<file path="config.mk">
export PLATFORM = sky130hd
export DESIGN_NAME = crtc_programmer
export DESIGN_NICKNAME = d
export VERILOG_FILES = /design/src/rtl/crtc_programmer_pkg.sv /design/src/rtl/crtc_preset_rom.sv /design/src/rtl/crtc_programmer.sv
export SDC_FILE = /design/constraint.sdc
export NUM_CORES = 1
export LEC_CHECK = 0
export BUFFER_PORTS_ARGS = -buffer_cell sky130_fd_sc_hd__buf_2
export CORE_ASPECT_RATIO = 0.7
export CORE_MARGIN = 2
export CORE_UTILIZATION = 49
export CTS_CLUSTER_DIAMETER = 80
export DETAILED_ROUTE_END_ITERATION = 7
export PLACE_DENSITY = 0.76
export SETUP_SLACK_MARGIN = 0.02
export SYNTH_ARGS = -nofsm -noshare
export SYNTH_HDL_FRONTEND = slang
export SYNTH_SLANG_ARGS = --single-unit
</file>
<file path="constraint.sdc">
create_clock -name sys_clock_i -period 2.05 [get_ports sys_clock_i]
set_clock_uncertainty 0.15 [all_clocks]
set_input_delay 0.41 -clock sys_clock_i [delete_from_list [all_inputs] [get_ports sys_clock_i]]
set_output_delay 0.41 -clock sys_clock_i [all_outputs]
set_load 0.1 [all_outputs]
</file>
<file path="src/rtl/crtc_programmer_pkg.sv">
// Shared constants, preset tables and FSM encoding
// for the CRTC register programmer.
package crtc_programmer_pkg;

    localparam int CRTC_REG_COUNT   = 14;
    localparam int CRTC_NUM_PRESETS = 2;

    typedef logic [0:CRTC_REG_COUNT-1][7:0] crtc_table_t;

    // Short frame so a simulated boot reaches v_sync quickly.
    localparam crtc_table_t CRTC_PRESET_SIM = {
        8'd5, 8'd3, 8'd4, 8'h11,
        8'd4, 8'd2, 8'd2, 8'd3,
        8'd0, 8'd2, 8'd0, 8'd0,
        8'd0, 8'd0
    };

    localparam crtc_table_t CRTC_PRESET_80COL = {
        8'd127, 8'd80, 8'd98, 8'h28,
        8'd38,  8'd0,  8'd32, 8'd34,
        8'h01,  8'd7,  8'h67, 8'd8,
        8'h06,  8'h00
    };

    typedef logic [2:0] crtc_prog_state_t;

    localparam crtc_prog_state_t ST_IDLE     = 3'd0;
    localparam crtc_prog_state_t ST_ARM_SEL  = 3'd1;
    localparam crtc_prog_state_t ST_HOLD_SEL = 3'd2;
    localparam crtc_prog_state_t ST_ARM_DAT  = 3'd3;
    localparam crtc_prog_state_t ST_HOLD_DAT = 3'd4;
    localparam crtc_prog_state_t ST_NEXT     = 3'd5;

    function automatic logic [7:0] crtc_sel_byte(
        input logic [4:0] idx
    );
        return {3'b000, idx};
    endfunction

endpackage

</file>
<file path="src/rtl/crtc_preset_rom.sv">
// Combinational preset table lookup: (preset, register) -> value.
// Out-of-range registers or presets read as zero.
module crtc_preset_rom
    import crtc_programmer_pkg::*;
#(
    parameter int NUM_PRESETS = CRTC_NUM_PRESETS
) (
    input  logic       preset_i,
    input  logic [4:0] index_i,
    output logic [7:0] value_o
);

    logic [3:0] idx;
    logic       in_range;

    assign idx      = index_i[3:0];
    assign in_range = (index_i < 5'(CRTC_REG_COUNT))
                   && (int'(preset_i) < NUM_PRESETS);

    always_comb begin
        value_o = 8'h00;
        if (in_range) begin
            unique case (preset_i)
                1'b0: value_o = CRTC_PRESET_SIM[idx];
                1'b1: value_o = CRTC_PRESET_80COL[idx];
            endcase
        end
    end

endmodule

</file>
<file path="src/rtl/crtc_programmer.sv">
// CPU-side CRTC bus initiator: boot-time table programming plus
// single register accesses, paced by the 1 MHz CPU clock enable.
module crtc_programmer
    import crtc_programmer_pkg::*;
#(
    parameter int REG_COUNT   = CRTC_REG_COUNT,
    parameter int NUM_PRESETS = CRTC_NUM_PRESETS
) (
    input  logic       sys_clock_i,
    input  logic       reset_i,
    input  logic       crtc_clk_en_i,
    input  logic       start_i,
    input  logic       preset_i,
    input  logic       req_i,
    input  logic       req_we_i,
    input  logic [4:0] req_reg_i,
    input  logic [7:0] req_data_i,
    output logic       ack_o,
    output logic [7:0] rdata_o,
    output logic       busy_o,
    output logic       done_o,
    output logic       crtc_cs_o,
    output logic       crtc_we_o,
    output logic       crtc_rs_o,
    output logic [7:0] crtc_data_o,
    input  logic [7:0] crtc_data_i,
    input  logic       crtc_data_oe_i
);

    localparam int CW = $clog2(REG_COUNT);
    localparam logic [CW-1:0] LAST = CW'(REG_COUNT - 1);

    crtc_prog_state_t state_q, state_d;

    logic          boot_q,   boot_d;
    logic          preset_q, preset_d;
    logic          op_we_q,  op_we_d;
    logic [4:0]    reg_q,    reg_d;
    logic [7:0]    data_q,   data_d;
    logic [CW-1:0] cnt_q,    cnt_d;

    logic          cs_q,     cs_d;
    logic          bwe_q,    bwe_d;
    logic          rs_q,     rs_d;
    logic [7:0]    bdata_q,  bdata_d;
    logic [7:0]    rdata_q,  rdata_d;

    logic [4:0]    sel_idx;
    logic [7:0]    rom_val;
    logic [7:0]    wr_val;
    logic          wr_op;
    logic          last_reg;

    assign sel_idx  = boot_q ? 5'(cnt_q) : reg_q;
    assign wr_op    = boot_q | op_we_q;
    assign wr_val   = boot_q ? rom_val : data_q;
    assign last_reg = (cnt_q == LAST);

    crtc_preset_rom #(
        .NUM_PRESETS(NUM_PRESETS)
    ) u_rom (
        .preset_i(preset_q),
        .index_i (sel_idx),
        .value_o (rom_val)
    );

    always_comb begin
        state_d  = state_q;
        boot_d   = boot_q;
        preset_d = preset_q;
        op_we_d  = op_we_q;
        reg_d    = reg_q;
        data_d   = data_q;
        cnt_d    = cnt_q;
        cs_d     = cs_q;
        bwe_d    = bwe_q;
        rs_d     = rs_q;
        bdata_d  = bdata_q;
        rdata_d  = rdata_q;

        unique case (state_q)
            ST_IDLE: begin
                // Boot wins; a concurrent request stays pending.
                if (start_i) begin
                    state_d  = ST_ARM_SEL;
                    boot_d   = 1'b1;
                    preset_d = preset_i;
                    cnt_d    = '0;
                end else if (req_i) begin
                    state_d  = ST_ARM_SEL;
                    boot_d   = 1'b0;
                    op_we_d  = req_we_i;
                    reg_d    = req_reg_i;
                    data_d   = req_data_i;
                end
            end
            ST_ARM_SEL: begin
                if (crtc_clk_en_i) begin
                    cs_d    = 1'b1;
                    rs_d    = 1'b0;
                    bwe_d   = 1'b1;
                    bdata_d = crtc_sel_byte(sel_idx);
                    state_d = ST_HOLD_SEL;
                end
            end
            ST_HOLD_SEL: begin
                if (crtc_clk_en_i) begin
                    cs_d    = 1'b0;
                    bwe_d   = 1'b0;
                    bdata_d = 8'h00;
                    state_d = ST_ARM_DAT;
                end
            end
            ST_ARM_DAT: begin
                if (crtc_clk_en_i) begin
                    cs_d    = 1'b1;
                    rs_d    = 1'b1;
                    bwe_d   = wr_op;
                    bdata_d = wr_op ? wr_val : 8'h00;
                    state_d = ST_HOLD_DAT;
                end
            end
            ST_HOLD_DAT: begin
                if (crtc_clk_en_i) begin
                    cs_d    = 1'b0;
                    bwe_d   = 1'b0;
                    bdata_d = 8'h00;
                    if (!wr_op) begin
                        rdata_d = crtc_data_oe_i
                                ? crtc_data_i : 8'hFF;
                    end
                    state_d = ST_NEXT;
                end
            end
            ST_NEXT: begin
                if (boot_q && !last_reg) begin
                    cnt_d   = cnt_q + 1'b1;
                    state_d = ST_ARM_SEL;
                end else begin
                    state_d = ST_IDLE;
                end
            end
            default: state_d = ST_IDLE;
        endcase
    end

    always_ff @(posedge sys_clock_i) begin
        if (reset_i) begin
            state_q  <= ST_IDLE;
            boot_q   <= 1'b0;
            preset_q <= 1'b0;
            op_we_q  <= 1'b0;
            reg_q    <= 5'd0;
            data_q   <= 8'h00;
            cnt_q    <= '0;
            cs_q     <= 1'b0;
            bwe_q    <= 1'b0;
            rs_q     <= 1'b0;
            bdata_q  <= 8'h00;
            rdata_q  <= 8'hFF;
        end else begin
            state_q  <= state_d;
            boot_q   <= boot_d;
            preset_q <= preset_d;
            op_we_q  <= op_we_d;
            reg_q    <= reg_d;
            data_q   <= data_d;
            cnt_q    <= cnt_d;
            cs_q     <= cs_d;
            bwe_q    <= bwe_d;
            rs_q     <= rs_d;
            bdata_q  <= bdata_d;
            rdata_q  <= rdata_d;
        end
    end

    assign busy_o      = (state_q != ST_IDLE);
    assign done_o      = (state_q == ST_NEXT) && boot_q && last_reg;
    assign ack_o       = (state_q == ST_NEXT) && !boot_q;
    assign rdata_o     = rdata_q;
    assign crtc_cs_o   = cs_q;
    assign crtc_we_o   = bwe_q;
    assign crtc_rs_o   = rs_q;
    assign crtc_data_o = bdata_q;

endmodule

</file>
==> results by group <==
Pwr
  • Pwr per Cell Area: 694 nW/um^2
  • Worst IR Drop VDD: 0.344 mV
  • Leak pwr: 1.20 nW

Synth
  • Post-synth EDFFs: 0
  • Synthesized area: 2360 um^2
  • Syn. warnings: 0
  • Mean Syn Cell Area: 8.12 um^2
  • Synth cell types: 57
  • Synthesized flop and latch total: 42
  • Synth async-reset ratio: 0
  • Synth Instances: 290
  • Net Count, Synth: 327
  • Ys flop type: dfxtp_1
  • Sequential share of the synthesized area: 0.357

Clock network
  • CTS tree: yes
  • Clock Latency Late Sink: 300 ps
  • Clock root buffer: clkbuf_8
  • Clock transition at the registers of the reported paths: 80 ps
  • Clock sink total: 42
  • CTS HTree Levels: 2
  • Post-CTS Hold Fix Bufs: 0
  • Clk buf depth: 2
  • CTS buffer count: 5

Worst setup path
  • Crit Path Class: flop to primary output
  • Startpoint types: flop
  • CP Capture Type: primary output
  • FF-to-FF path depth: 8
  • WP data required: 1490 ps
  • Worst-path maximum fanout: 10
  • Worst Path Arrival: 1420 ps

Floorplan
  • IO Pins: 51
  • Core Rows: 21
  • Die height: 62.0 um
  • Initial Utilization: 0.501
  • Die area: 5390 um^2
  • Core footprint: 4700 um^2
  • Die Width: 86.9 um

Layout
  • Share of cells above drive strength 1: 0.308
  • FF/Latch Area: 855 um^2
  • Final #Nets: 383
  • Ant diodes: 0
  • Fin util: 0.623
  • Area Growth Syn to Fin: 24.3%
  • Footprint of the multi-input gates: 1410 um^2
  • Fillers: 424

STA
  • Slew HR: 0.600
  • Crit path time final: 1980 ps
  • RSZ-0062 raised after global routing: yes
  • Final WS setup: 73.8 ps
  • # setup viols final: 0
  • Slew Limit Fails: 0
  • FMAX: 506 MHz
  • Worst Tran Pin Value: 599 ps
  • Final Hold Viols: 0
  • Fin crit share: 0.964

Detailed routing
  • # DRC: 0
  • Initial drt markers: 200
  • Routed wire per std cell: 15.2 um
  • Drt via density: 5.50
  • 1st-pass router iterations: 4
  • Total wire length: 6.14 mm
  • Antenna-violating nets left: 0
  • Via count: 2221

Global routing
  • Largest net degree at the start of global routing: 33
  • Vias in the first global route: 2034
  • Total gr overflow: 0
  • Initial antenna violation count: 0
  • Global-route wire length before repair: 10.2 mm
  • Gr usage total: 0.249

Placed design
  • DPL Wire Length: 4.62 mm
  • GP Congestion: 0.931
  • PortBufs: 50
  • DP Worst Slack: 12.4 ps

Run status
  • Outcome: complete, no violations

Flow run
  • Max-capacitance violation count: 0

Worst hold path
  • Hold depth: 3
  • HP Class: primary input to flop
-- critical path, cell delays in order (launching register included) --
cell	delay [ps]
dfxtp_4	410
nor2b_4	220
nand2_4	70
nor3_4	220
buf_12	200
-- worst paths after layout --
check	from	endpoint	slack, ps
max	state_q[2]	done_o	70
min	req_reg_i[4]	reg_q[4]	190
max reg2reg	cnt_q[1]	crtc_data_o[2]	120
min reg2reg	data_q[1]	data_q[1]	310
-- layout make-up --
class,count,share of cell area
Clock buffer,6,0.0248
Inverter,10,0.0128
Tap cell,57,0.0243
Clock inverter,2,0.0128
Sequential cell,42,0.292
Timing Repair Buffer,70,0.153
Multi-Input combinational cell,217,0.480
-- layer usage --
layer | GRT usage | share of wire | vias up
met5 | 0 | 0 | -
met4 | 0.0335 | 0.0055 | 0
met3 | 0.0674 | 0.085 | 4
met2 | 0.375 | 0.41 | 85
met1 | 0.366 | 0.50 | 1004
li1 | - | - | 1128
-- synthesized netlist by cell type, drive strengths merged (6+ instances only) --
library cell,count,area share
nor2,33,0.056
buf,14,0.041
nor3,6,0.017
o21bai,8,0.025
nand2,44,0.070
dfxtp,42,0.36
mux2i,7,0.033
nor3b,8,0.025
nor2b,7,0.020
a21oi,26,0.055
inv,10,0.016
clkbuf,7,0.011
ha,8,0.042
o21ai,8,0.017
-- flip-flops by register name (all words and copies together), names as in the netlist --
signal,count
crtc_data_o,8
data_q,8
rdata_o,8
reg_q,5
cnt_q,4
state_q,3
boot_q,1
crtc_cs_o,1
crtc_rs_o,1
crtc_we_o,1
op_we_q,1
preset_q,1
-- power breakdown --
group	leakage (nW)	switching, W	internal (W)	total (W)
sequential	0.344	0.0000510	0.000850	0.000901
combinational	0.809	0.000288	0.000182	0.000470
clock	0.0514	0.000297	0.000363	0.000661
-- metrics by stage --
stage / setup TNS, ps / cell area (um^2) / cells / power (W) / hold slack, ps
after detailed placement: 0 / 2770 / 395 / 0.00138 / 301
final: 0 / 2930 / 404 / 0.00203 / 190
after global routing: -21.8 / 2930 / 404 / 0.00214 / 183
after floorplan: 0 / 2390 / 290 / 0.00124 / 281
after global placement: 0 / 2770 / 395 / 0.00137 / 295
after CTS: 0 / 2910 / 404 / 0.00203 / 182
-- cell usage in the layout, fill, tap and decap left out, types with 3 or more instances in the layout --
cell	instances
nor2b_1	6
o21bai_1	8
ha_1	7
nor3_1	3
o21ai_1	3
a211oi_1	3
a21oi_1	26
buf_2	47
buf_4	19
nand2_1	43
a32oi_1	3
nor2_2	4
dfxtp_4	3
mux2i_1	5
nor2_1	29
nand3_2	3
buf_12	3
nand2b_1	3
o21ai_0	5
nor3b_1	8
nand4_1	5
dfxtp_1	37
clkbuf_8	5
inv_1	8
nor4_1	3
a31oi_1	3
-- logic make-up after synthesis --
logic type      share of synthesized area
mux                                0.0425
simple gates                        0.276
flops                               0.357
fa+ha+maj                          0.0425
buf+inv                            0.0680
compound gates                      0.200
xor+xnor                           0.0149
-- timing repair --
action	4_1_cts	5_1_grt
pin swaps	2	1
resized for setup	6	7
buffers inserted	2	1
endpoints found under the setup margin	2	5
hold endpoints to repair	0	0
gates cloned	0	0
Note: power is estimated with default switching activity, not from simulation.
